$ cat config.mk
export PLATFORM = sky130hd
export DESIGN_NAME = sigmoid_pipe
export DESIGN_NICKNAME = d
export VERILOG_FILES = /design/src/rtl/sigmoid_pkg.sv /design/src/rtl/sig_square.sv /design/src/rtl/sigmoid_pipe.sv
export SDC_FILE = /design/constraint.sdc
export NUM_CORES = 1
export LEC_CHECK = 0
export BUFFER_PORTS_ARGS = -buffer_cell sky130_fd_sc_hd__buf_2
export CORE_MARGIN = 8
export CORE_UTILIZATION = 25
export CTS_BUF_LIST = sky130_fd_sc_hd__clkbuf_8 sky130_fd_sc_hd__clkbuf_16
export CTS_CLUSTER_DIAMETER = 150
export DETAILED_ROUTE_END_ITERATION = 8
export GPL_TIMING_DRIVEN = 1
export HOLD_SLACK_MARGIN = 0.12
export PLACE_DENSITY_LB_ADDON = 0.1
export SETUP_SLACK_MARGIN = 0.05
export SYNTH_ARGS = -nofsm -noshare
export SYNTH_HDL_FRONTEND = slang
export SYNTH_SLANG_ARGS = --single-unit
$ cat constraint.sdc
create_clock -name clk -period 7.9 [get_ports clk]
set_input_delay 1.185 -clock clk [delete_from_list [all_inputs] [get_ports clk]]
set_output_delay 1.185 -clock clk [all_outputs]
set_load 0.02 [all_outputs]
$ cat src/rtl/sigmoid_pkg.sv
// rtl/sigmoid_pkg.sv - shared constants and width helper for the sigmoid/tanh pipeline
package sigmoid_pkg;

    localparam logic MODE_SIGMOID = 1'b0;
    localparam logic MODE_TANH    = 1'b1;

    localparam int SIGMOID_LATENCY = 3;

    // Width of d = K - min(|x|, K), where K = 2^(fbit+sat_log2) needs one extra bit.
    function automatic int sig_d_width(input int fbit, input int sat_log2);
        return fbit + sat_log2 + 1;
    endfunction

endpackage

$ cat src/rtl/sig_square.sv
// rtl/sig_square.sv - unsigned registered squarer, one cycle latency, clock-enabled
module sig_square #(
    parameter int W = 13
) (
    input  logic           clk,
    input  logic           rst,
    input  logic           ce,
    input  logic [W-1:0]   a,
    output logic [2*W-1:0] p
);

    always_ff @(posedge clk or posedge rst) begin
        if (rst) begin
            p <= '0;
        end else if (ce) begin
            p <= (2*W)'(a) * (2*W)'(a);
        end
    end

endmodule

$ cat src/rtl/sigmoid_pipe.sv
// rtl/sigmoid_pipe.sv - 3-stage piecewise-quadratic sigmoid/tanh; tanh path built only with SIGMOID_TANH_EN
module sigmoid_pipe
    import sigmoid_pkg::*;
#(
    parameter int IBIT     = 32,
    parameter int FBIT     = 10,
    parameter int OBIT     = 12,
    parameter int SAT_LOG2 = 2
) (
    input  logic                   clk,
    input  logic                   rst,
    input  logic                   ce,
    input  logic                   dv_in,
    input  logic                   mode,
    input  logic signed [IBIT-1:0] sigin,
    output logic                   dv_out,
    output logic signed [OBIT-1:0] sigout
);

    localparam int DW  = sig_d_width(FBIT, SAT_LOG2);
    localparam int SQW = 2 * DW;
    localparam int SH  = FBIT + 2 * SAT_LOG2 + 1;
    localparam int TW  = FBIT + 1;
    localparam int YW  = FBIT + 3;
`ifdef SIGMOID_TANH_EN
    localparam int XW  = IBIT + 1;
`else
    localparam int XW  = IBIT;
`endif

    localparam logic [XW-1:0]         K_X   = XW'(1) << (FBIT + SAT_LOG2);
    localparam logic [DW-1:0]         K_D   = DW'(1) << (FBIT + SAT_LOG2);
    localparam logic [SQW-1:0]        RND   = SQW'(1) << (FBIT + 2 * SAT_LOG2);
    localparam logic signed [YW-1:0]  ONE   = YW'(1) << FBIT;
    localparam logic signed [YW-1:0]  Y_MAX = ONE - YW'(1);
    localparam logic signed [YW-1:0]  Y_MIN = -Y_MAX;

    // Stage 1: |x| is taken in XW bits so the most negative input negates without overflow.
    logic signed [XW-1:0] x;
    logic [XW-1:0]        ax;
    logic [DW-1:0]        a_sat;
    logic                 neg_x;

`ifdef SIGMOID_TANH_EN
    assign x = (mode == MODE_TANH) ? {sigin, 1'b0} : {sigin[IBIT-1], sigin};
`else
    assign x = sigin;
`endif
    assign neg_x = x[XW-1];
    assign ax    = neg_x ? (~x + XW'(1)) : x;
    assign a_sat = (ax >= K_X) ? K_D : ax[DW-1:0];

    logic          v1, neg1;
    logic [DW-1:0] d1;
    logic          v2, neg2;
    logic [SQW-1:0] sq2;

    always_ff @(posedge clk or posedge rst) begin
        if (rst) begin
            v1   <= 1'b0;
            neg1 <= 1'b0;
            d1   <= '0;
            v2   <= 1'b0;
            neg2 <= 1'b0;
        end else if (ce) begin
            v1   <= dv_in;
            neg1 <= neg_x;
            d1   <= K_D - a_sat;
            v2   <= v1;
            neg2 <= neg1;
        end
    end

`ifdef SIGMOID_TANH_EN
    logic mode1, mode2;

    always_ff @(posedge clk or posedge rst) begin
        if (rst) begin
            mode1 <= MODE_SIGMOID;
            mode2 <= MODE_SIGMOID;
        end else if (ce) begin
            mode1 <= mode;
            mode2 <= mode1;
        end
    end
`else
    logic unused_mode;
    assign unused_mode = mode;
`endif

    // Stage 2: squaring of d, registered inside the squarer.
    sig_square #(
        .W (DW)
    ) u_square (
        .clk (clk),
        .rst (rst),
        .ce  (ce),
        .a   (d1),
        .p   (sq2)
    );

    // Stage 3: t = 0.5*(d/L)^2 rounded half-up, then fold by sign and clamp.
    logic [TW-1:0]        t3;
    logic signed [YW-1:0] t_s, y_raw, y_clamp;

    assign t3  = TW'((sq2 + RND) >> SH);
    assign t_s = $signed({2'b00, t3});

    always_comb begin
        y_raw = neg2 ? t_s : (ONE - t_s);
`ifdef SIGMOID_TANH_EN
        if (mode2 == MODE_TANH) begin
            y_raw = neg2 ? ((t_s <<< 1) - ONE) : (ONE - (t_s <<< 1));
        end
`endif
        y_clamp = y_raw;
        if (y_raw > Y_MAX) begin
            y_clamp = Y_MAX;
        end else if (y_raw < Y_MIN) begin
            y_clamp = Y_MIN;
        end
    end

    always_ff @(posedge clk or posedge rst) begin
        if (rst) begin
            dv_out <= 1'b0;
            sigout <= '0;
        end else if (ce) begin
            dv_out <= v2;
            if (v2) begin
                sigout <= OBIT'(y_clamp);
            end
        end
    end

endmodule

==> qor.txt, run 1 <==
Avg Cell Area, Syn: 8.47 um2
Layout area overhead: 9.98%
Gpl congestion: 0.784
Worst hold path class: flip-flop to flip-flop
Slew headroom: 0.354
Hold Fails Final Rpt: 0
Cells after Synth: 912
RSZ-0062 raised after global routing: false
Post-CTS resize count: 0
Slew Limit Fails: 0
Post-CTS Setup Repair Bufs: 0
Vias in the first global route: 6,542
DRC viols: 0
First-pass GRT wire length: 33,500 um
Reg clk slew, reported paths: 70 ps
Final antenna-violating net count: 0
Crit start category: flip-flop
Worst Setup SP: d1[3]
DRT Pass-1 Iters: 5
P_leak: 4.30 nW
Worst IR Drop VDD: 0.000107 V
Grt ovf: 0
Die Area: 36,800 um2
Nets: 1,131
CORE AREA: 30,500 um2
CTS Buf Count: 5
H-tree Lvls: 2
Routed wire length: 19,100 um
Initial antenna violation count: 0
CP Class: flip-flop to flip-flop
Clock tree buffer depth: 2
Yosys Warn Count: 0
Global routing met1 resource utilization: 0.154
Final instance area: 8490 um2
R2R Path Start: d1[3]
Initial core utilization: 0.253
Final setup fails: 0
Detailed-route via count: 6,050
Met3 Use GR: 0.00962
Layout cells sized above 1: 0.0905
Capture point of the worst reg-to-reg path: u_square.p[23]
Crit end category: flip-flop
Final Critical Period: 6380 ps
Outcome: complete, no violations
Max cap viols: 0
CP Max Fanout: 15
Setup TNS: 0 ps
Io pins: 50
CP arrival: 6540 ps
Reg2Reg Setup Slack: 1520 ps
Least-Margin Pin Slew: 967 ps
Count of cell types in the netlist: 72
Total power: 732 uW
Tcrit/Tclk final: 0.807
Later-pin clock latency in the skew report: 290 ps
Post-synthesis cell area: 7720 um2
WL/cell: 14.5 um
Seq/Total Area, Yosys: 0.136
CP endpoint: u_square.p[23]
CTS tree: yes
DP HPWL: 15,400 um
Gr busiest metal: met2
Fmax: 157 MHz
Fillcell total: 3,324
Dpl cells: 1,316
Met2 usage: 0.186
Worst EP required: 8070 ps
Finished Layout Cells: 1,324
Dpl cell area: 8300 um2
# hold bufs at CTS: 0
Synthesized Nets: 1,116
Worst reg2reg path depth: 21
Power density cells: 86.2 nW/um2
Clk sinks: 42
Via/cell ratio: 4.57
CTS root buf: clkbuf_16
Post-synth ARST share: 1.00
Yosys reg bits: 42
Pin count of the biggest net entering global routing: 43
Max Clock Skew: 7.58 ps
# rows: 64
GRT Overall Usage: 0.110
Port bufs: 48
Post-synth EDFFs: 0
Ys flop type: dfrtp_1
Ant. Diodes: 0
First-iteration detailed-routing DRC count: 183
Die X-Extent: 192 um
Die H: 192 um
==> Yosys cell counts (21+ instances only) <==
cell type | n | area share
a21oi_1 | 24 | 0.016
and2_1 | 32 | 0.026
clkbuf_1 | 36 | 0.018
dfrtp_1 | 42 | 0.14
fa_1 | 96 | 0.25
ha_1 | 71 | 0.12
inv_1 | 181 | 0.088
nand2_1 | 84 | 0.041
nor2_1 | 46 | 0.022
nor3_1 | 22 | 0.014
xnor2_1 | 21 | 0.024
xor2_1 | 30 | 0.034
==> state kept, by name, indices dropped and copies added, names as in the netlist <==
register	flops
dv_out	1
neg1	1
neg2	1
sigout	12
v1	1
v2	1
d1	13
u_square.p	12
==> cells in the final DEF, fill, tap and decap left out, types with 11 or more instances in the layout <==
master,netlist,routed
inv_1,181,180
dfrtp_1,42,42
and2_1,32,32
xor2_1,30,30
fa_1,96,96
nor3_1,22,22
xnor2_1,21,21
buf_2,3,48
o31ai_1,11,11
o21ai_0,18,18
nand4_1,14,14
a21oi_1,24,24
ha_1,71,71
nor2_1,46,46
nand2_1,84,84
nand3_1,17,17
==> how the worst min path moves through the flow <==
stage	depth (start not counted)	startpoint	endpoint	slack [ps]
floorplan	1	v2	v2	470
global placement	1	dv_out	dv_out	460
finish	1	dv_out	dv_out	490
global route	1	dv_out	dv_out	520
CTS	1	dv_out	dv_out	500
detailed placement	1	dv_out	dv_out	470
==> where the power goes <==
group | switching (mW) | internal, mW
clock | 0.0878 | 0.182
sequential | 0.0221 | 0.240
combinational | 0.123 | 0.0778
total | 0.232 | 0.500
==> per-layer routing <==
metal / part of all wire / wire (um)
met5: 0 / 0
met4: 0.0057 / 109
met3: 0.023 / 446
met2: 0.46 / 8850
met1: 0.51 / 9740
==> worst max-delay path, stage by stage (launching register included) <==
cell	delay, ps
dfrtp_1	780
and2_1	240
inv_1	60
fa_1	490
inv_1	60
fa_1	540
inv_1	60
fa_1	520
inv_1	60
fa_1	530
inv_1	50
fa_1	520
inv_1	40
ha_1	260
a2111oi_0	340
o21ai_0	200
a41oi_1	250
o31ai_1	180
o41a_1	450
a21o_1	230
xor2_1	140
mux2_2	260
==> metrics by stage <==
| stage | hold slack, ps | worst slack, ps | util |
|---|---|---|---|
| after CTS | 501 | 1420 | 0.278 |
| final | 492 | 1520 | 0.278 |
| after global placement | 463 | 1480 | 0.272 |
| after floorplan | 473 | 2170 | - |
| after global routing | 523 | 1160 | 0.278 |
| after detailed placement | 473 | 1430 | 0.272 |
==> cells by family (layout without fill, tap and decap cells) <==
| group | count (synthesis) | count (layout) | share of synthesized area |
|---|---|---|---|
| buffers and inverters | 222 | 238 | 0.110 |
| adders and majority gates | 167 | 167 | 0.364 |
| DFF | 42 | 42 | 0.136 |
| xor gates and xnor gates | 51 | 51 | 0.0579 |
| other | 1 | 1 | 0.000486 |
| and+or+nand+nor | 282 | 282 | 0.188 |
| AOI/OAI and AO/OA | 135 | 135 | 0.127 |
| muxes | 12 | 12 | 0.0170 |
==> layout make-up <==
type | instances | area, um2 | area share
flip-flops and latches | 42 | 1050 | 0.124
clock buffers | 5 | 125 | 0.0147
repair buffers | 49 | 248 | 0.0292
clock inverters | 3 | 68.8 | 0.00810
inverters | 181 | 679 | 0.0800
multi-input cells | 648 | 5820 | 0.686
well taps | 396 | 495 | 0.0583
(Power assumes the default switching activity.)
==> run 2: changes to the inputs <==
Clock period 7.9 ns to 5.1 ns, I/O delays scaled along.
==> run 2 against run 1 <==
  * The run now ends with setup timing left
  * Cell area grew 14%
  * Register-to-register slack lost 2000 ps
  * Clock power grew 26%
  * Clock skew is essentially flat
  * Non-clock buffer count grew 107
  * Highest routed layer unchanged
  * Worst setup slack lost 2000 ps
  * Utilization grew 3.8 points
==> qor.txt, run 2 (synthesized netlist as in run 1, its figures left out) <==
CORE AREA: 30,500 um2 (unchanged)
First-iteration detailed-routing DRC count: 225 (+23%)
Final instance area: 9650 um2 (+14%)
Initial core utilization: 0.253 (unchanged)
Worst reg2reg path depth: 21 (unchanged)
Outcome: complete, but fails checks
Hold Fails Final Rpt: 0 (unchanged)
Initial antenna violation count: 0 (unchanged)
Capture point of the worst reg-to-reg path: u_square.p[23]
CTS tree: yes
Die Area: 36,800 um2 (unchanged)
Max Clock Skew: 7.79 ps (+0.203 ps)
Via/cell ratio: 4.47 (-2.3%)
Crit end category: flip-flop
Final antenna-violating net count: 0 (unchanged)
Worst hold path stage count: 1 (unchanged)
Power density cells: 111 nW/um2 (+29%)
DP HPWL: 16,800 um (+8.8%)
Total power: 1.07 mW (+47%)
Clk sinks: 42 (unchanged)
Final Critical Period: 5560 ps (-817 ps)
P_leak: 4.90 nW (+14%)
DRT Pass-1 Iters: 4 (-1)
Die X-Extent: 192 um (unchanged)
Pre-CTS WS: -677 ps (-2110 ps)
Nets: 1,238 (+9.5%)
CP peak stage delay: 520 ps (-260 ps)
Slew Limit Fails: 0 (unchanged)
CP arrival: 5740 ps (-800 ps)
CP Max Fanout: 5 (-10)
Max cap viols: 0 (unchanged)
# rows: 64 (unchanged)
Slew headroom: 0.216 (-0.139)
Most frequent cells in the layout: inv_1, buf_4, fa_1
Io pins: 50 (unchanged)
First-pass GRT wire length: 35,400 um (+5.8%)
Detailed-route via count: 6,390 (+5.6%)
Port bufs: 48 (unchanged)
Worst IR Drop VDD: 0.000150 V (+40%)
Core Util, Final: 0.316 (+0.0379)
CP Class: flip-flop to flip-flop
Tcrit/Tclk final: 1.09 (+0.283)
Worst hold path class: flip-flop to flip-flop
Fmax: 180 MHz (+15%)
Worst EP required: 5280 ps (-2790 ps)
Ant. Diodes: 0 (unchanged)
Later-pin clock latency in the skew report: 300 ps (about the same)
Layout area overhead: 24.9%
Least-Margin Pin Slew: 1180 ps (+208 ps)
H-tree Lvls: 2 (unchanged)
CTS Buf Count: 5 (unchanged)
Largest Register: d1
CTS root buf: clkbuf_16
Vias in the first global route: 7,056 (+7.9%)
Final setup fails: 8 (+8)
Routed wire length: 20,400 um (+6.6%)
Pin count of the biggest net entering global routing: 43 (unchanged)
Worst-path cell with the longest stage delay: fa_2
Crit start category: flip-flop
# hold bufs at CTS: 0 (unchanged)
Top flop regs: d1 (13), sigout (12), u_square.p (12)
Reg2Reg Setup Slack: -460 ps (-1980 ps)
Die H: 192 um (unchanged)
Failing checks: setup timing
Commonest non-fill, non-tap cell in the layout: inv_1
Layout cells sized above 1: 0.249 (+0.159)
Gpl congestion: 0.796 (+1.5%)
Grt ovf: 0 (unchanged)
Max reg flops: 13 (unchanged)
Worst Hold End: dv_out
Reg clk slew, reported paths: 70 ps (about the same)
Startpoint of the worst hold path: dv_out
DRC viols: 0 (unchanged)
R2R Path Start: d1[3]
Setup slack after layout: -459 ps (-1980 ps)
Clock tree buffer depth: 2 (unchanged)
Crit-path cells: buf_12, buf_6, and2_4, fa_2, inv_2, fa_1, inv_2, fa_2, fa_1, inv_1, fa_1, inv_2, ha_4, a2111oi_4, o21ai_2, a41oi_2, o31ai_4, o41a_1, a21o_1, xor2_1, mux2_4
WL/cell: 14.3 um (-1.4%)
Dpl cell area: 9050 um2 (+9.1%)
RSZ-0062 raised after global routing: true
GRT Overall Usage: 0.117 (+0.00680)
==> run 2: changes by cell type in the layout (fill, tap and decap cells not counted), moves of 8 or more <==
cell / change
dfrtp_2: +8
buf_4: +91
nand2_1: -10
buf_6: +13
inv_1: -12
inv_2: +12
dfrtp_1: -8
==> run 2: area by class of cell <==
class,instances,area [um2]
Sequential cell,42,1060
Inverter,181,679
Fill cell,3304,20900
Clock inverter,3,28.8
Tap cell,396,495
Multi-Input combinational cell,648,6120
Timing Repair Buffer,156,1140
Clock buffer,5,125
==> run 2: worst max path at each step <==
stage | end | cells past startpoint | from | slack, ps
3_5_place_dp | u_square.p[23] | 21 | d1[3] | -680
3_3_place_gp | u_square.p[23] | 21 | d1[3] | -600
5_1_grt | u_square.p[23] | 21 | d1[5] | -720
2_1_floorplan | u_square.p[23] | 20 | d1[10] | -130
4_1_cts | u_square.p[23] | 21 | d1[7] | -450
6_report | u_square.p[23] | 21 | d1[3] | -460
==> run 2: timing repair <==
action	CTS	global route
resized for setup	35	30
pin swaps	18	24
setup buffers	15	10
setup endpoints to repair	12	12
==> run 2: report_power, final <==
part,internal (mW),switching [mW]
combinational,0.131,0.201
clock,0.188,0.153
sequential,0.372,0.0284
==> run 2: critical path, delay by kind of cell (launching register included) <==
| kind | cells | cell delay [ps] |
|---|---|---|
| AO/OA/AOI/OAI | 6 | 1470 |
| adder cells (fa/ha/maj) | 6 | 2550 |
| AND/OR/NAND/NOR | 1 | 140 |
| flip-flops | 1 | 460 |
| buffers and inverters | 6 | 460 |
| multiplexers | 1 | 250 |
| XOR/XNOR | 1 | 140 |
==> run 2: metal layers <==
layer	up-vias	global-route usage	routed length [um]
met3	12	0.0131	436
met2	66	0.197	9450
met5	-	0	0
met1	3072	0.161	10300
met4	0	0.0178	175
li1	3240	-	-
==> run 2: metrics by stage <==
| step | setup TNS [ps] | cells | hold slack, ps |
|---|---|---|---|
| finish | -2470 | 1431 | 489 |
| global route | -5720 | 1431 | 508 |
| CTS | -2670 | 1422 | 491 |
| detailed placement | -4640 | 1400 | 465 |
| global placement | -3880 | 1400 | 470 |
| floorplan | -176 | 912 | 473 |
